$ cat src/rtl/hazard_detection_unit.sv
// Pipeline hazard detection: load-use and branch-operand stalls, taken-branch/jump
// flushes, data-memory freeze, and saturating stall/flush performance counters.
module hazard_detection_unit #(
    parameter int CNT_W = 16
) (
    input  logic             clk,
    input  logic             rst_n,
    input  logic [4:0]       id_rs,
    input  logic [4:0]       id_rt,
    input  logic             id_uses_rt,
    input  logic             id_is_branch,
    input  logic             id_branch_taken,
    input  logic             id_jump,
    input  logic             id_ex_mem_read,
    input  logic             id_ex_reg_write,
    input  logic [4:0]       id_ex_write_reg,
    input  logic             ex_mem_mem_read,
    input  logic [4:0]       ex_mem_write_reg,
    input  logic             dmem_busy,
    output logic             stall,
    output logic             pc_write,
    output logic             if_id_write,
    output logic             if_id_flush,
    output logic             freeze,
    output logic [CNT_W-1:0] stall_count,
    output logic [CNT_W-1:0] flush_count
);

    typedef enum logic [0:0] {
        IDLE    = 1'b0,
        BR_WAIT = 1'b1
    } state_t;

    state_t state;
    state_t state_next;

    logic rs_match_ex;
    logic rt_match_ex;
    logic rs_match_mem;
    logic rt_match_mem;
    logic src_ex;
    logic src_mem;
    logic load_use;
    logic br_alu;
    logic br_load_ex;
    logic br_load_mem;
    logic haz;
    logic redirect;

    // Register 0 is hardwired, so a write to it can never create a dependency.
    always_comb begin
        rs_match_ex  = (id_rs == id_ex_write_reg)  && (id_rs != 5'd0);
        rt_match_ex  = (id_rt == id_ex_write_reg)  && (id_rt != 5'd0);
        rs_match_mem = (id_rs == ex_mem_write_reg) && (id_rs != 5'd0);
        rt_match_mem = (id_rt == ex_mem_write_reg) && (id_rt != 5'd0);
        src_ex       = rs_match_ex  || (id_uses_rt && rt_match_ex);
        src_mem      = rs_match_mem || (id_uses_rt && rt_match_mem);
    end

    always_comb begin
        load_use    = id_ex_mem_read && src_ex;
        br_alu      = id_is_branch && id_ex_reg_write && !id_ex_mem_read && src_ex;
        br_load_ex  = id_is_branch && id_ex_mem_read && src_ex;
        br_load_mem = id_is_branch && ex_mem_mem_read && src_mem;
        haz         = load_use || br_alu || br_load_ex || br_load_mem;
        redirect    = id_jump || (id_is_branch && id_branch_taken);
    end

    always_ff @(posedge clk) begin
        if (!rst_n) begin
            state <= IDLE;
        end else begin
            state <= state_next;
        end
    end

    // A freeze holds the FSM; otherwise BR_WAIT supplies the second bubble of a
    // load feeding a branch and then returns to IDLE.
    always_comb begin
        state_next = state;
        case (state)
            IDLE: begin
                if (br_load_ex && !dmem_busy) begin
                    state_next = BR_WAIT;
                end
            end
            BR_WAIT: begin
                if (!dmem_busy) begin
                    state_next = IDLE;
                end
            end
            default: state_next = IDLE;
        endcase
    end

    // Priority is freeze over stall over flush; a held ID/EX must not be bubbled.
    always_comb begin
        freeze      = dmem_busy;
        stall       = 1'b0;
        if (!dmem_busy) begin
            case (state)
                IDLE:    stall = haz;
                BR_WAIT: stall = 1'b1;
                default: stall = 1'b0;
            endcase
        end
        pc_write    = !dmem_busy && !stall;
        if_id_write = !dmem_busy && !stall;
        if_id_flush = !dmem_busy && !stall && redirect;
    end

    // Counters saturate at all-ones; stall and flush are already 0 during freeze.
    always_ff @(posedge clk) begin
        if (!rst_n) begin
            stall_count <= '0;
            flush_count <= '0;
        end else begin
            if (stall && (stall_count != {CNT_W{1'b1}})) begin
                stall_count <= stall_count + 1'b1;
            end
            if (if_id_flush && (flush_count != {CNT_W{1'b1}})) begin
                flush_count <= flush_count + 1'b1;
            end
        end
    end

endmodule

$ cat config.mk
export PLATFORM = sky130hd
export DESIGN_NAME = hazard_detection_unit
export DESIGN_NICKNAME = d
export VERILOG_FILES = /design/src/rtl/hazard_detection_unit.sv
export SDC_FILE = /design/constraint.sdc
export NUM_CORES = 1
export LEC_CHECK = 0
export ABC_AREA = 1
export ABC_CLOCK_PERIOD_IN_PS = 2750
export BUFFER_PORTS_ARGS = -buffer_cell sky130_fd_sc_hd__buf_4
export CORE_ASPECT_RATIO = 1.4
export CORE_UTILIZATION = 55
export DETAILED_ROUTE_END_ITERATION = 10
export GPL_TIMING_DRIVEN = 0
export PLACE_DENSITY_LB_ADDON = 0.05
export RECOVER_POWER = 50
export SLEW_MARGIN = 30
export SYNTH_ARGS = -nofsm -noshare
export SYNTH_HDL_FRONTEND = slang
export SYNTH_SLANG_ARGS = --single-unit
$ cat constraint.sdc
create_clock -name clk -period 2.75 [get_ports clk]
set_input_delay 0.4125 -clock clk [delete_from_list [all_inputs] [get_ports clk]]
set_output_delay 0.4125 -clock clk [all_outputs]
set_load 0.01 [all_outputs]
Word level (Yosys, flattened, before mapping):

Cells that the tools add are included.

* word-level logic and storage cells: 48
* register bits after elaboration: 33

* equal/unequal tests: 6
* add/subtract/negate cells: 2
* multiplexer cells: 5
* bitwise logic cells: 1
* reductions and logical operators: 31

Operators with widths (count)
* adder 16 x 1 -> 16 bit, second input constant: 2
* inequality test 16 bit, second input constant: 2
* == test 5 bit: 4
* logical AND 1 bit: 20
* nonzero test 5 bit: 2
* logical OR 1 bit: 6
* one-hot mux 1 bit (2 select lines): 2
* logical NOT 1 bit: 3
* two-way mux 1 bit: 3
* inverter 1 bit: 1

Depth between registers and ports, before layout:

Gate-level depths: netlist of run 1.

* word-level depth: 14
* gate-level depth with buffers: 16
* depth with buffers taken out: 15

Least setup slack after synthesis of run 1:

OpenSTA, ideal clock, no wires.

* path type: input to output
* start point: input id_rs[2]
* end point: output pc_write
* data arrival time: 1508 ps
* required time: 2338 ps
* path slack: 829 ps
* buffers on the path: 2
* stages on the path: 11
* cells stage by stage: nor2_1 nand2_1 nor2_1 nor2_1 nand2_1 nand2_1 nand2_1 nand3_2 nor2_4 buf_2 buf_4

* word-level cells in the longest chain between the ends: 11

Ends and longest elaborated chain
* start: declaration: RTL line 8 `input logic [4:0] id_rs,`
* == test 5 bit / nonzero test 5 bit (equally long branches): RTL line 52, 54
* logical AND 1 bit: RTL line 52 `rs_match_ex = (id_rs == id_ex_write_reg) && (id_rs != 5'd0);`
* logical OR 1 bit: RTL line 56 `src_ex = rs_match_ex || (id_uses_rt && rt_match_ex);`
* logical AND 1 bit (on tied branches): RTL line 61, 62
* logical OR 1 bit (2 in series): RTL line 65 `haz = load_use || br_alu || br_load_ex || br_load_mem;`
* logical OR 1 bit *: RTL line 65
* one-hot mux 1 bit (2 select lines) *: RTL line 101 `case (state)`
* two-way mux 1 bit *: RTL line 100 `if (!dmem_busy) begin`
* logical NOT 1 bit *
* logical AND 1 bit *
* end: declaration: RTL line 21 `output logic pc_write,`

Mark *: on every way between the ends. The rest lies on a longest branch, timed or not.

Worst setup path in the final report of run 1:

* start point: input id_rs[2]
* end point: output pc_write

* word-level cells in the longest chain between the ends: 11

Ends and longest elaborated chain
* == test 5 bit / nonzero test 5 bit (equally long branches): RTL line 52, 54
* logical AND 1 bit: RTL line 52
* logical OR 1 bit: RTL line 56
* logical AND 1 bit (on tied branches): RTL line 61, 62
* logical OR 1 bit (2 in series): RTL line 65
* logical OR 1 bit *: RTL line 65
* one-hot mux 1 bit (2 select lines) *: RTL line 101
* two-way mux 1 bit *: RTL line 100
* logical NOT 1 bit *: RTL line 107 `pc_write = !dmem_busy && !stall;`
* logical AND 1 bit *: RTL line 107

Marks and branches as above.

==> flow_summary.json, run 1 <==
{
  "layout_common_cells": "nand2_1, clkbuf_1, inv_1",
  "netlist_instances": 360,
  "endpoint_kind": "primary output",
  "via_count": 2512,
  "final_period_minus_worst_setup_slack_ns": 2.38,
  "synthesis.yosys.warnings": 0,
  "final_common_cell": "nand2_1",
  "ir_worst_vdd_mv": 0.218,
  "hold_viol_final": 0,
  "fin_worst_skew_ns": 0.0119,
  "die_w_um": 57.7,
  "grt_pass1_vias": 2360,
  "worst_setup_path_startpoint": "id_rs[2]",
  "nNetsFinal": 465,
  "timing.rr.start": "flush_count[1]",
  "overall_die_area_sq_um": 4620,
  "path_cells": "clkbuf_1, nor2_1, nand2_1, nor2_1, nor2_1, nand2_1, nand2_1, nand2_1, nand3_2, nor2_4, buf_2, buf_4, buf_4",
  "slowest_delay_ns": 0.28,
  "core-area_sq_um": 4200,
  "violated_checks": "DRC",
  "synth_top_cell_area_share_pct": 27.6,
  "postRouteWirelength_mm": 5.81,
  "fin_setup_tns_ns": 0,
  "area_growth_syn_to_layout_pct": 21.4,
  "numClockSinks": 33,
  "seq_area_frac_synth_pct": 27.6,
  "multi_input_comb_area_sq_um": 1500,
  "timing.critical_path.arrival_ns": 1.97,
  "postCtsResizedCells": 0,
  "final.fill_count": 412,
  "hold_path_start": "rst_n",
  "slew_viols_final": 0,
  "placementRows": 28,
  "path_type_of_the_worst_min_delay_path": "in -> reg",
  "r2r.worst_path.cells": 9,
  "grt_start_max_net_pins": 12,
  "clock_buffers_created_by_tritoncts": 5,
  "post-cts-setup-buffers": 0,
  "yosysTopAreaCell": "dfxtp_1",
  "drive_gt1_share_pct": 15.7,
  "total_power_mw": 1.01,
  "place.gp.congestion": 0.912,
  "placed_cells_incl_taps": 471,
  "antenna_cells_inserted": 0,
  "criticalPathCategory": "in -> out",
  "leak_pwr_nw": 1.19,
  "clk_buf_depth": 2,
  "hold_buffers": 0,
  "cts.root.buffer_cell": "clkbuf_8",
  "via_density": 5.24,
  "slew-limit-headroom_pct": 61.8,
  "antenna_violating_nets_remaining": 0,
  "stdcell_count": 479,
  "htree_levels": 2,
  "drt-initial-drc-count": 117,
  "synth_top_cells_by_area": "dfxtp_1, nand2_1, xor2_1",
  "tritoncts": "built",
  "layout.core_utilization_pct": 69.0,
  "layout_worst_path_cycle_share_pct": 86.6,
  "place.port_buffers": 66,
  "starting_density_of_the_core_pct": 56.8,
  "critPathLaunchType": "input port",
  "number_of_antenna_violations_at_the_first_check_in_global_routing": 0,
  "cap_viol_max_count": 0,
  "drt-pass1-iter-count": 7,
  "worst_slew_pin_slew_ns": 0.573,
  "placedInstanceArea_sq_um": 2940,
  "critical_path_cell_count": 13,
  "sequential_cell_area_sq_um": 661,
  "status": "finished, violations left",
  "pin_count": 67,
  "worst_hold_path.num_cells": 3,
  "fmaxAchievable_mhz": 420,
  "cp_data_required_time_ns": 2.34,
  "crit_fanout": 11,
  "dp_hpwl_mm": 4.55,
  "clk_pin_slew_ns": 0.07,
  "synth.distinct_cells": 30,
  "yosys_register_bits": 33,
  "post_drt_wl_per_cell_um": 12.1,
  "crit_buf_inv": 4,
  "rsz0062_at_grt": "no",
  "grt_first_pass_wirelength_mm": 9.86,
  "drc_errors": 3,
  "synth_area_per_cell_sq_um": 6.64,
  "track_usage_pct": 27.1,
  "setup_violations_final": 0,
  "synthesis.nets": 392,
  "worst_path_dominant_cell_family": "simple AND/OR/NAND/NOR gates",
  "mappedNetlistArea_sq_um": 2390,
  "critical-path-slowest-cell": "buf_2",
  "insertion_delay_ns": 0.30,
  "final_cell_area_sq_um": 2900,
  "global_route_congestion_overflow_total": 0,
  "worst_path_most_repeated_cell": "nand2_1",
  "die_height_um": 80.0,
  "powerDensity_nw_per_um2": 349
}
-- cell usage after synthesis --
library cell  number
a21o_1             2
a21oi_1           21
a21oi_2           10
buf_2              3
buf_4              2
buf_6              2
clkbuf_1           6
clkinv_1           1
dfxtp_1           33
ha_1               2
inv_1             37
inv_2              3
nand2_1           96
nand2_2            1
nand2_4            1
nand3_1           28
nand3_2            2
nand3b_1           2
nand4_1           20
nand4_4            1
nor2_1            31
nor2_2             1
nor2_4             1
nor3_1            11
nor3b_1            1
nor4_1             2
nor4_4             1
o21ai_0            1
xnor2_1           16
xor2_1            22
-- layout make-up --
type                            count  area share [%]
Timing Repair Buffer               66            12.7
Clock buffer                        5            2.37
Sequential cell                    33            22.8
Multi-Input combinational cell    273            51.7
Clock inverter                      3           0.604
Tap cell                           45            1.94
Buffer                             13            2.59
Inverter                           41            5.31
-- logic make-up (layout without fill, tap and decap cells) --
family                   Yosys count  after routing  synth area share (%)
adder cells (fa/ha/maj)            2              2                  1.05
XOR/XNOR                          38             38                  13.9
flip-flops                        33             33                  27.6
AND/OR/NAND/NOR                  199            199                  38.9
AO/OA/AOI/OAI                     34             34                  8.90
buffers and inverters             54            128                  9.58
-- worst paths after layout --
check,slack [ns],to
worst max-delay path,0.37,pc_write
worst min-delay path,0.38,flush_count[1]
worst max register to register,0.62,flush_count[3]
worst min register to register,0.48,flush_count[15]
-- power by group --
part	switching, mW	total, mW	internal [mW]
Combinational	0.0881	0.160	0.0718
Sequential	0.00358	0.485	0.481
Clock	0.194	0.368	0.175
Total	0.285	1.01	0.728
-- sequential cells by signal, indices dropped and copies added, names as in the netlist --
signal       cells
flush_count     16
state            1
stall_count     16
-- metal layers --
layer | track usage (%) | wire length, um
met1 | 27.8 | 2340
met2 | 52.1 | 3110
met3 | 4.86 | 222
met4 | 11.9 | 130
met5 | 0 | 0
-- metrics by stage --
stage                     hold slack, ns  worst slack [ns]
final                              0.381             0.369
after global routing               0.393             0.159
after CTS                          0.384             0.368
after detailed placement           0.475             0.373
after global placement             0.470             0.436
after floorplan                    0.466             0.829
-- worst register-to-register path: cells and delay by family (launching register included) --
kind | cells | cell delay [ns]
simple gates | 6 | 1.02
flops | 1 | 0.37
buf+inv | 1 | 0.29
fa+ha+maj | 1 | 0.23
compound gates | 1 | 0.08
(Power assumes the default switching activity.)
==> inputs of run 2 (changes only) <==
--- a/config.mk
+++ b/config.mk
@@ -9,7 +9,7 @@
 export ABC_CLOCK_PERIOD_IN_PS = 2750
 export BUFFER_PORTS_ARGS = -buffer_cell sky130_fd_sc_hd__buf_4
 export CORE_ASPECT_RATIO = 1.4
-export CORE_UTILIZATION = 55
+export CORE_UTILIZATION = 57
 export DETAILED_ROUTE_END_ITERATION = 10
 export GPL_TIMING_DRIVEN = 0
 export PLACE_DENSITY_LB_ADDON = 0.05
==> run 2 against run 1 <==
Against the previous run: the run still ends with DRC left; core utilization up 3.7 points; total power down 0.90%; maximum frequency up 2.2%; wire length up 0.60%; count of clock-buffer cells in the layout unchanged; sequential share of layout area about the same; global-route usage up 1.3 points; final cell count down 0.42%; first-iteration DRC count up 75%; hold slack better by 0.0086 ns; die area down 3.4%; non-clock buffer count unchanged; highest routed layer unchanged.
==> flow_summary.json, run 2 (same netlist as run 1, synthesis figures left out) <==
{
  "status": "finished, violations left",
  "violated_checks": "DRC",
  "layout_common_cells": "nand2_1, clkbuf_1, inv_1",
  "final_common_cell": "nand2_1",
  "sw_frac_of_total_pct": 27.5,
  "slowest_delay_ns": 0.27,
  "biggestRegsByFlops": "flush_count: 16 flops, stall_count: 16 flops, state: 1 flops",
  "nNetsFinal": 465,
  "fmaxAchievable_mhz": 429,
  "cts.root.buffer_cell": "clkbuf_8",
  "die_height_um": 78.6,
  "timing.rr.start": "stall_count[0]",
  "clk_pin_slew_ns": 0.06,
  "worst_path_most_repeated_cell": "nand2_1",
  "hold_viol_final": 0,
  "pin_count": 67,
  "rsz0062_at_grt": "no",
  "die_w_um": 56.7,
  "fin_worst_skew_ns": 0.0108,
  "overall_die_area_sq_um": 4460,
  "drt-pass1-iter-count": 7,
  "worst_hold_path.num_cells": 3,
  "fin_setup_tns_ns": 0,
  "timing.critical_path.arrival_ns": 1.92,
  "r2r_path_end": "stall_count[6]",
  "regToRegSetupSlack_ns": 0.72,
  "insertion_delay_ns": 0.28,
  "postCtsResizedCells": 0,
  "core-area_sq_um": 3990,
  "layout_worst_path_cycle_share_pct": 84.7,
  "r2r.worst_path.cells": 9,
  "final_cell_area_sq_um": 2900,
  "worst_slew_pin_slew_ns": 0.558,
  "place.port_buffers": 66,
  "grt_pass1_vias": 2421,
  "placementRows": 27,
  "critPathLaunchType": "input port",
  "leak_pwr_nw": 1.19,
  "clk_buf_depth": 2,
  "dp_hpwl_mm": 4.62,
  "critical-path-slowest-cell": "buf_2",
  "multi_input_comb_area_sq_um": 1500,
  "tritoncts": "built",
  "number_of_antenna_violations_at_the_first_check_in_global_routing": 0,
  "starting_density_of_the_core_pct": 59.9,
  "via_count": 2536,
  "worst_hold_path.endpoint": "flush_count[1]",
  "drc_errors": 6,
  "drive_gt1_share_pct": 15.7,
  "postRouteWirelength_mm": 5.84,
  "path_cells": "buf_4, nor2_1, nand2_1, nor2_1, nor2_1, nand2_1, nand2_1, nand2_1, nand3_2, nor2_4, buf_2, buf_4, buf_4",
  "antenna_violating_nets_remaining": 0,
  "pre_cts_ws_ns": 0.407,
  "via_density": 5.32,
  "post_drt_wl_per_cell_um": 12.2,
  "finalWorstSetupSlack_ns": 0.420,
  "area_growth_syn_to_layout_pct": 21.3,
  "post-cts-setup-buffers": 0,
  "final.fill_count": 382,
  "slew_viols_final": 0,
  "global_route_congestion_overflow_total": 0,
  "layout.core_utilization_pct": 72.7,
  "power.share.combinational_pct": 16.0,
  "slew-limit-headroom_pct": 62.5,
  "cell_internal_pwr_mw": 0.728,
  "hold_buffers": 0,
  "sequential_cell_area_sq_um": 661,
  "grt_first_pass_wirelength_mm": 10.3,
  "hold_slack_ns": 0.390,
  "crit_fanout": 11,
  "power.sequential.fraction_pct": 48.3,
  "drt-initial-drc-count": 205,
  "powerDensity_nw_per_um2": 346,
  "cap_viol_max_count": 0,
  "hold_path_start": "rst_n",
  "track_usage_pct": 28.4,
  "placedInstanceArea_sq_um": 2940,
  "antenna_cells_inserted": 0,
  "setup_violations_final": 0,
  "path_type_of_the_worst_min_delay_path": "in -> reg",
  "htree_levels": 2,
  "numClockSinks": 33,
  "ir_worst_vdd_mv": 0.234,
  "clock_buffers_created_by_tritoncts": 5,
  "final_period_minus_worst_setup_slack_ns": 2.33,
  "endpoint_kind": "primary output",
  "place.gp.congestion": 0.919,
  "power_frac_clock_pct": 35.7,
  "cp_data_required_time_ns": 2.34,
  "criticalPathCategory": "in -> out",
  "netsw_mw": 0.276,
  "grt_start_max_net_pins": 12
}
==> run 2: cell counts in the layout (fill, tap and decap cells not counted) <==
No cell type changed its count.
==> run 2: area by class of cell <==
cell class | count | area share, %
clock buffers | 5 | 2.37
clock inverters | 3 | 0.604
plain buffers | 13 | 2.59
flip-flops and latches | 33 | 22.8
well taps | 43 | 1.86
repair buffers | 66 | 12.7
inverters | 41 | 5.31
multi-input cells | 273 | 51.8
==> run 2: how the worst max path moves through the flow <==
stage,to,startpoint,slack (ns),cells after the start
4_1_cts,pc_write,id_rs[0],0.40,13
5_1_grt,pc_write,id_rs[2],0.21,13
3_3_place_gp,pc_write,id_rs[0],0.45,13
6_report,pc_write,id_rs[0],0.42,13
2_1_floorplan,pc_write,id_rs[2],0.83,11
3_5_place_dp,pc_write,id_rs[0],0.41,13
==> run 2: through the flow <==
stage               power, mW  instances
global placement        0.658        469
detailed placement      0.660        469
CTS                      1.01        477
floorplan               0.586        360
global route             1.05        477
finish                   1.00        477
==> run 2: power by group through the flow <==
| stage | Sequential [mW] | Combinational (mW) | Clock (mW) |
|---|---|---|---|
| final | 0.485 | 0.160 | 0.358 |
| after global routing | 0.486 | 0.181 | 0.383 |
| after CTS | 0.485 | 0.165 | 0.363 |
| after detailed placement | 0.496 | 0.164 | 0 |
| after global placement | 0.496 | 0.162 | 0 |
| after floorplan | 0.497 | 0.0885 | 0 |
==> run 2: per-layer routing <==
| metal | share of wire [%] | vias to the layer above | GRT usage, % |
|---|---|---|---|
| met3 | 3.9 | 8 | 3.79 |
| met5 | 0 | - | 0 |
| li1 | - | 1310 | - |
| met4 | 0.98 | 0 | 9.75 |
| met1 | 40 | 1142 | 31.2 |
| met2 | 55 | 76 | 54.4 |
==> run 2: worst max-delay path: cells and delay by family <==
family                 cells  cell delay, ns
buffers and inverters      4            0.64
AND/OR/NAND/NOR            9            0.86
==> inputs of run 3 (changes only) <==
--- a/config.mk
+++ b/config.mk
@@ -6,10 +6,10 @@
 export NUM_CORES = 1
 export LEC_CHECK = 0
 export ABC_AREA = 1
-export ABC_CLOCK_PERIOD_IN_PS = 2750
+export ABC_CLOCK_PERIOD_IN_PS = 2050
 export BUFFER_PORTS_ARGS = -buffer_cell sky130_fd_sc_hd__buf_4
 export CORE_ASPECT_RATIO = 1.4
-export CORE_UTILIZATION = 57
+export CORE_UTILIZATION = 48
 export DETAILED_ROUTE_END_ITERATION = 10
 export GPL_TIMING_DRIVEN = 0
 export PLACE_DENSITY_LB_ADDON = 0.05
==> constraint.sdc (replaced) <==
create_clock -name clk -period 2.05 [get_ports clk]
set_input_delay 0.3075 -clock clk [delete_from_list [all_inputs] [get_ports clk]]
set_output_delay 0.3075 -clock clk [all_outputs]
set_load 0.01 [all_outputs]
==> run 3 against run 2 <==
Against the previous run: the flow now finishes without violations; first-iteration DRC count fell by 55%; clock power grew 40%; critical path depth is the same; sequential share of layout area is 1.0 points lower; final cell count up 6.1%; critical endpoint unchanged; count of clock-buffer cells in the layout unchanged; register-to-register slack worse by 0.58 ns; cell area grew 5.5%.
==> flow_summary.json, run 3 (same netlist as run 1, synthesis figures left out) <==
{
  "drc_errors": 0,
  "insertion_delay_ns": 0.30,
  "layout.core_utilization_pct": 63.6,
  "clk_pin_slew_ns": 0.07,
  "criticalPathCategory": "in -> out",
  "overall_die_area_sq_um": 5270,
  "worst_setup_path_startpoint": "id_rs[0]",
  "r2r.worst_path.cells": 10,
  "post_drt_wl_per_cell_um": 12.2,
  "hold_viol_final": 0,
  "regToRegSetupSlack_ns": 0.14,
  "drive_gt1_share_pct": 20.1,
  "clk_buf_depth": 2,
  "antenna_cells_inserted": 0,
  "sequential_cell_area_sq_um": 666,
  "via_density": 5.05,
  "timing.critical_path.arrival_ns": 1.63,
  "numClockSinks": 33,
  "dp_hpwl_mm": 4.65,
  "status": "completed",
  "clock_buffers_created_by_tritoncts": 5,
  "endpoint_kind": "primary output",
  "antenna_violating_nets_remaining": 0,
  "final_period_minus_worst_setup_slack_ns": 1.94,
  "cap_viol_max_count": 0,
  "core-area_sq_um": 4800,
  "worst_hold_path.num_cells": 3,
  "pin_count": 67,
  "final_cell_area_sq_um": 3060,
  "die_w_um": 61.6,
  "hold_buffers": 0,
  "final_common_cell": "nand2_1",
  "tritoncts": "built",
  "layout_worst_path_cycle_share_pct": 94.4,
  "slew-limit-headroom_pct": 60.4,
  "grt_first_pass_wirelength_mm": 9.87,
  "grt_start_max_net_pins": 12,
  "slew_viols_final": 0,
  "number_of_antenna_violations_at_the_first_check_in_global_routing": 0,
  "cts.root.buffer_cell": "clkbuf_8",
  "leak_pwr_nw": 1.25,
  "global_route_congestion_overflow_total": 0,
  "postRouteWirelength_mm": 6.16,
  "fmaxAchievable_mhz": 517,
  "fin_worst_skew_ns": 0.0120,
  "layout_common_cells": "nand2_1, buf_4, inv_1",
  "drt-initial-drc-count": 93,
  "multi_input_comb_area_sq_um": 1530,
  "cp_data_required_time_ns": 1.74,
  "ir_worst_vdd_mv": 0.340,
  "critPathLaunchType": "input port",
  "powerDensity_nw_per_um2": 453,
  "path_type_of_the_worst_min_delay_path": "in -> reg",
  "drt-pass1-iter-count": 5,
  "nNetsFinal": 473,
  "htree_levels": 2,
  "placedInstanceArea_sq_um": 2970,
  "biggestRegsByFlops": "flush_count: 16 flops, stall_count: 16 flops, state: 1 flops",
  "place.gp.congestion": 0.877,
  "final.fill_count": 530,
  "r2r_path_end": "stall_count[8]",
  "track_usage_pct": 24.7,
  "die_height_um": 85.5,
  "starting_density_of_the_core_pct": 49.7,
  "area_growth_syn_to_layout_pct": 27.9,
  "setup_violations_final": 0,
  "grt_pass1_vias": 2338,
  "crit_fanout": 10,
  "hold_path_start": "rst_n",
  "place.port_buffers": 66,
  "placementRows": 30,
  "worst_slew_pin_slew_ns": 0.590,
  "timing.rr.start": "stall_count[0]",
  "worst_hold_path.endpoint": "flush_count[0]",
  "via_count": 2553
}
-- run 3: area by class of cell --
class / count / area share, %
timing repair buffer: 75 / 14.6
buffer: 12 / 2.91
inverter: 41 / 5.12
clock buffer: 5 / 2.25
sequential: 33 / 21.8
clock inverter: 3 / 0.573
tap: 64 / 2.62
multi-input combinational: 273 / 50.1
-- run 3: power by group --
part	internal [mW]	switching [mW]	leakage, nW	total [mW]
Clock	0.235	0.268	0.0439	0.502
Combinational	0.108	0.124	0.943	0.232
Sequential	0.645	0.00493	0.267	0.649
-- run 3: worst max-delay path: stages --
cell	delay [ns]
buf_4	0.13
nor2_2	0.11
nand2_1	0.06
nor2_1	0.12
nor2_1	0.07
nand2_1	0.05
nand2_1	0.07
nand2_1	0.08
nand3_2	0.13
nor2_4	0.14
buf_6	0.15
buf_4	0.11
buf_4	0.10
-- run 3: repair_timing --
action | 4_1_cts | 5_1_grt
pin swaps | 1 | 3
buffers inserted | 1 | 8
endpoints found under the setup margin | 13 | 25
gates resized for setup | 3 | 20
-- run 3: worst max-delay path by stage --
stage	to	slack (ns)	cells past startpoint
2_1_floorplan	stall_count[5]	0.23	9
3_3_place_gp	pc_write	-0.1	13
6_report	pc_write	0.11	13
3_5_place_dp	pc_write	-0.13	13
5_1_grt	pc_write	-0.006	13
4_1_cts	stall_count[12]	0.02	10
-- run 3: stage by stage --
step / hold slack (ns) / TNS, ns / std cells / setup WS, ns / total power [mW]
2_1_floorplan: 0.428 / 0 / 360 / 0.227 / 0.786
3_3_place_gp: 0.471 / -0.114 / 490 / -0.0995 / 0.885
3_5_place_dp: 0.482 / -0.299 / 490 / -0.130 / 0.888
4_1_cts: 0.269 / 0 / 499 / 0.0201 / 1.39
5_1_grt: 0.279 / -0.00973 / 506 / -0.00576 / 1.44
6_report: 0.266 / 0 / 506 / 0.114 / 1.38
-- run 3: layer usage --
metal,track usage (%),up-vias,share of wire [%]
met5,0,-,0
met4,12.7,0,2.5
met3,4.52,15,3.0
met2,43.7,66,55
met1,26.7,1146,40
li1,-,1326,-
